`config.mk`:
```
export PLATFORM = sky130hd
export DESIGN_NAME = coin_acceptor
export DESIGN_NICKNAME = d
export VERILOG_FILES = /design/src/rtl/coin_acceptor.sv
export SDC_FILE = /design/constraint.sdc
export NUM_CORES = 1
export LEC_CHECK = 0
export ABC_AREA = 0
export BUFFER_PORTS_ARGS = -buffer_cell sky130_fd_sc_hd__buf_4
export CAP_MARGIN = 10
export CORE_MARGIN = 5
export CORE_UTILIZATION = 58
export DETAILED_ROUTE_END_ITERATION = 16
export PLACE_DENSITY = 0.82
export SLEW_MARGIN = 20
export SYNTH_ARGS = -nofsm -noshare
export SYNTH_HDL_FRONTEND = slang
export SYNTH_SLANG_ARGS = --single-unit
```
`constraint.sdc`:
```
create_clock -name clk -period 5.6 [get_ports clk]
set_input_delay 1.12 -clock clk [delete_from_list [all_inputs] [get_ports clk]]
set_output_delay 1.12 -clock clk [all_outputs]
set_load 0.005 [all_outputs]
```
`src/rtl/coin_acceptor.sv`:
```
`default_nettype none
// ============================================================================
//  Module      : coin_acceptor
//  Description : Coin-slot front end. Synchronises and debounces the 5 and
//                10 sensor lines, turns each debounced rising edge into a coin
//                event, queues events in a small FIFO and releases one coin
//                code per cycle while the downstream FSM asserts accept_en.
//                Coins that cannot be queued are flagged for return.
//  Revision    : 1.0 - initial release
// ============================================================================
module coin_acceptor #(
  parameter int DEBOUNCE_CYCLES = 4,  // consecutive differing cycles to flip
  parameter int FIFO_DEPTH      = 4   // power of 2, >= 2
) (
  input  logic                          clk,
  input  logic                          reset,
  input  logic                          sense5,
  input  logic                          sense10,
  input  logic                          accept_en,
  output logic [1:0]                    coin,
  output logic                          reject,
  output logic                          overflow,
  output logic [$clog2(FIFO_DEPTH):0]   fifo_count
);

  // Counter wide enough to hold DEBOUNCE_CYCLES-1; pointer width log2(depth).
  localparam int c_CW         = $clog2(DEBOUNCE_CYCLES + 1);
  localparam int c_PW         = $clog2(FIFO_DEPTH);
  localparam int c_DB_LAST_I  = DEBOUNCE_CYCLES - 1;
  localparam int c_FULL_I     = FIFO_DEPTH;

  localparam logic [c_CW-1:0] c_DB_LAST = c_DB_LAST_I[c_CW-1:0];
  localparam logic [c_PW:0]   c_FULL    = c_FULL_I[c_PW:0];

  localparam logic [1:0] c_COIN_NONE = 2'b00;
  localparam logic [1:0] c_COIN_5    = 2'b01;
  localparam logic [1:0] c_COIN_10   = 2'b10;

  // Channel 0 is the 5 sensor, channel 1 the 10 sensor.
  logic [1:0] w_raw;
  logic [1:0] w_ev;

  assign w_raw = {sense10, sense5};

  // --------------------------------------------------------------------------
  // Per-channel synchroniser, debouncer and rising-edge detector
  // --------------------------------------------------------------------------
  generate
    for (genvar g = 0; g < 2; g++) begin : g_chan
      logic            r_meta;
      logic            r_sync;
      logic            r_stable;
      logic            r_stable_d;
      logic [c_CW-1:0] r_cnt;

      // Two-flop synchroniser, then stable value flips only after the
      // synchronised input has disagreed for DEBOUNCE_CYCLES edges in a row.
      always_ff @(posedge clk) begin
        if (reset) begin
          r_meta     <= 1'b0;
          r_sync     <= 1'b0;
          r_stable   <= 1'b0;
          r_stable_d <= 1'b0;
          r_cnt      <= '0;
        end else begin
          r_meta     <= w_raw[g];
          r_sync     <= r_meta;
          r_stable_d <= r_stable;
          if (r_sync == r_stable) begin
            r_cnt <= '0;
          end else if (r_cnt == c_DB_LAST) begin
            r_stable <= ~r_stable;
            r_cnt    <= '0;
          end else begin
            r_cnt <= r_cnt + 1'b1;
          end
        end
      end

      // Only a debounced low-to-high transition counts as a coin.
      assign w_ev[g] = r_stable & ~r_stable_d;
    end
  endgenerate

  // --------------------------------------------------------------------------
  // Coin-event FIFO
  // --------------------------------------------------------------------------
  logic [1:0]      r_mem [FIFO_DEPTH];
  logic [c_PW-1:0] r_wr_ptr;
  logic [c_PW-1:0] r_rd_ptr;
  logic [c_PW:0]   r_count;
  logic [1:0]      r_coin;
  logic            r_reject;
  logic            r_overflow;

  logic       w_full;
  logic       w_empty;
  logic       w_pop;
  logic       w_one_ev;
  logic       w_both_ev;
  logic       w_push;
  logic       w_drop_full;
  logic [1:0] w_push_code;

  // Push/pop decisions. A pop frees a slot in the same cycle, so a full FIFO
  // with a concurrent pop still accepts the new coin.
  always_comb begin
    w_full      = (r_count == c_FULL);
    w_empty     = (r_count == '0);
    w_pop       = accept_en & ~w_empty;
    w_one_ev    = w_ev[0] ^ w_ev[1];
    w_both_ev   = w_ev[0] & w_ev[1];
    w_push      = w_one_ev & (~w_full | w_pop);
    w_drop_full = w_one_ev & w_full & ~w_pop;
    w_push_code = w_ev[1] ? c_COIN_10 : c_COIN_5;
  end

  // Queue storage; contents are only read after being written, so no reset.
  always_ff @(posedge clk) begin
    if (w_push) begin
      r_mem[r_wr_ptr] <= w_push_code;
    end
  end

  // Pointers wrap naturally at the power-of-two depth; count tracks occupancy.
  always_ff @(posedge clk) begin
    if (reset) begin
      r_wr_ptr <= '0;
      r_rd_ptr <= '0;
      r_count  <= '0;
    end else begin
      if (w_push) begin
        r_wr_ptr <= r_wr_ptr + 1'b1;
      end
      if (w_pop) begin
        r_rd_ptr <= r_rd_ptr + 1'b1;
      end
      case ({w_push, w_pop})
        2'b10:   r_count <= r_count + 1'b1;
        2'b01:   r_count <= r_count - 1'b1;
        default: r_count <= r_count;
      endcase
    end
  end

  // Registered outputs: coin code for one cycle, reject pulse, sticky overflow.
  always_ff @(posedge clk) begin
    if (reset) begin
      r_coin     <= c_COIN_NONE;
      r_reject   <= 1'b0;
      r_overflow <= 1'b0;
    end else begin
      r_coin     <= w_pop ? r_mem[r_rd_ptr] : c_COIN_NONE;
      r_reject   <= w_both_ev | w_drop_full;
      r_overflow <= r_overflow | w_drop_full;
    end
  end

  assign coin       = r_coin;
  assign reject     = r_reject;
  assign overflow   = r_overflow;
  assign fifo_count = r_count;

endmodule
`default_nettype wire

```
==> results.yml <==
outcome:
  outcome: "completed"
sta:
  slew_headroom_pct: 61.36
  finalSetupViolCount: 0
  period_share_pct: 47.65
  tns_ns: 0
  rsz0062_at_grt: "no"
  max_freq_ghz: 0.3747
  timing.final.max_slew_violations: 0
  worst_slew_pin_slew_ns: 0.5747
  fin_worst_skew_ns: 0.004017
  period_minus_slack_ns: 2.669
  hold_viol_final: 0
cts:
  clk_latency_ns: 0.33
  clkTransAtPathRegs_ns: 0.09
  hold_buffers: 0
  ctsResizeCount: 0
  cts_root_buf: "clkbuf_4"
  cts_buffer_depth: 2
  htree_num_levels: 2
  postCtsSetupRepairBufs: 0
  cts_tree: "done"
  numCtsBuffers: 5
  clock-sinks: 33
critical_path:
  ff2ff_setup_slack_ns: 3.10
  endpoint_kind: "flop"
  crit_required_ns: 5.87
  crit_type: "in2reg"
  arrival_ns: 2.93
  cp_max_fo: 7
  cp-start-kind: "primary input"
yosys:
  synth-seq-cells: 33
  netlist_instances: 115
  yosysTopAreaCell: "dfxtp_1"
  synth_fp_nets: 131
  syn_avg_cell_area_sq_um: 11.65
  ys.warnings.count: 0
  synth_area_sq_um: 1340
  synth_area_leaders: "dfxtp_1 (37%), edfxtp_1 (18%), ha_1 (9.3%)"
  synth_cell_type_count: 23
  ys_seq_area_share_pct: 55.28
  synth_top_area_share_pct: 37.35
placement:
  place_congestion: 0.6921
  dp_hpwl_microns: 1479
  portBuffers: 11
route:
  totalWireLength_microns: 1939
  ant_nets: 0
  first_iter_violations: 16
  route.detailed.drc: 0
  dr.pass1.iters: 3
  vias: 793
  avgViaCountPerCell: 4.956
  routedWlPerCell_microns: 12.12
global_routing:
  track_usage_pct: 13.78
  grt_overflow_total: 0
  grt_pass1_vias: 815
  grt_pass1_wl_microns: 3394
  grt_max_degree: 24
  antenna_found_initial: 0
floorplan:
  dieArea_sq_um: 3372
  fp.dieH_microns: 58.07
  die_w_microns: 58.07
  initial_core_util_pct: 60.58
  row_count: 17
  design.core.area_sq_um: 2212
  io_pins: 12
finish:
  syn_to_final_growth_pct: 14.19
  drive_gt1_share_pct: 17.42
  n_antenna_cell: 0
  layout_common_cells: "dfxtp_1 (25), nor2_1 (17), inv_1 (12)"
  layout_commonest_cell: "dfxtp_1"
  nNetsFinal: 147
power:
  power_leakage_nw: 0.6004
  worst_ir_drop_vdd_uv: 205.9
  power_uw: 415.9
  power_density_nw_per_um2: 271.8
worst_hold_path:
  hp-class: "reg2reg"
run:
  max_cap_violations: 0
==> cell usage after synthesis (all sizes together) <==
master,count
a21oi,4
and2,4
clkbuf,2
dfxtp,25
edfxtp,8
fa,1
ha,10
inv,12
mux2,1
mux2i,3
mux4,2
nand2b,3
nor2,17
nor2b,8
nor3b,2
nor4b,1
o21ai,1
o311ai,1
o31ai,1
or3,3
xnor2,2
xor2,4
==> area by class of cell <==
class                           count  area (sq um)
Sequential cell                    33         740.7
Multi-Input combinational cell     68         546.8
Timing Repair Buffer               11         82.58
Fill cell                         166         681.9
Inverter                           12         45.04
Clock buffer                        8         80.08
Tap cell                           28         35.03
==> through the flow <==
step           instance area [sq um]  utilization [%]  instances  hold slack (ns)  setup slack, ns
6_report                        1530            69.17        160           0.4315            2.931
5_1_grt                         1530            69.17        160           0.4505            2.826
4_1_cts                         1530            69.17        160           0.4344            2.926
3_5_place_dp                    1450            65.55        152           0.4175            2.584
3_3_place_gp                    1450            65.55        152           0.4057            2.657
2_1_floorplan                   1340                -        115           0.3990            2.842
==> per-layer routing <==
layer  share of wire, %  wire length, microns  global-route usage [%]  vias to the layer above
met5                  0                     0                       0                        -
met4                3.1                    60                   7.947                        0
met3                5.8                   112                   6.904                        8
met2                 54                  1040                   24.52                       14
met1                 37                   724                   12.45                      363
li1                   -                     -                       -                      408
==> cells by family (layout without fill, tap and decap cells) <==
group / Yosys count / in the layout / share of synthesized area, %
and+or+nand+nor: 38 / 38 / 16.25
DFF: 33 / 33 / 55.28
buffers and inverters: 14 / 31 / 3.922
adders and majority gates: 11 / 11 / 10.83
AOI/OAI and AO/OA: 7 / 7 / 3.081
xor gates and xnor gates: 6 / 6 / 3.922
muxes: 6 / 6 / 6.722
==> worst max-delay path, stage by stage <==
cell and delay [ns]:
buf_4 0.13, nor4b_4 0.27, nor2b_2 0.14, inv_1 0.07, ha_1 0.17, inv_1 0.06, fa_1 0.37, xor2_1 0.16
or3_1 0.30, a21oi_1 0.13
==> final timing paths <==
check | start | to | cells past startpoint
max | accept_en | fifo_count[2] | 10
max reg2reg | g_chan[1].r_stable | fifo_count[2] | 11
min | g_chan[0].r_cnt[0] | g_chan[0].r_cnt[0] | 1
min reg2reg | g_chan[0].r_cnt[0] | g_chan[0].r_cnt[0] | 1
==> registers in the layout, indices dropped and copies added, names as in the netlist <==
register,flops
coin,2
fifo_count,3
g_chan.r_cnt,6
g_chan.r_meta,2
g_chan.r_stable,2
g_chan.r_stable_d,2
g_chan.r_sync,2
overflow,1
r_mem,8
r_rd_ptr,2
r_wr_ptr,2
reject,1
==> power breakdown <==
part / internal (mW) / switching (mW)
Sequential: 0.244 / 0.000796
Clock: 0.0887 / 0.0747
Combinational: 0.00361 / 0.00393
Total: 0.336 / 0.0794
Power figures use the tool's default switching activity.
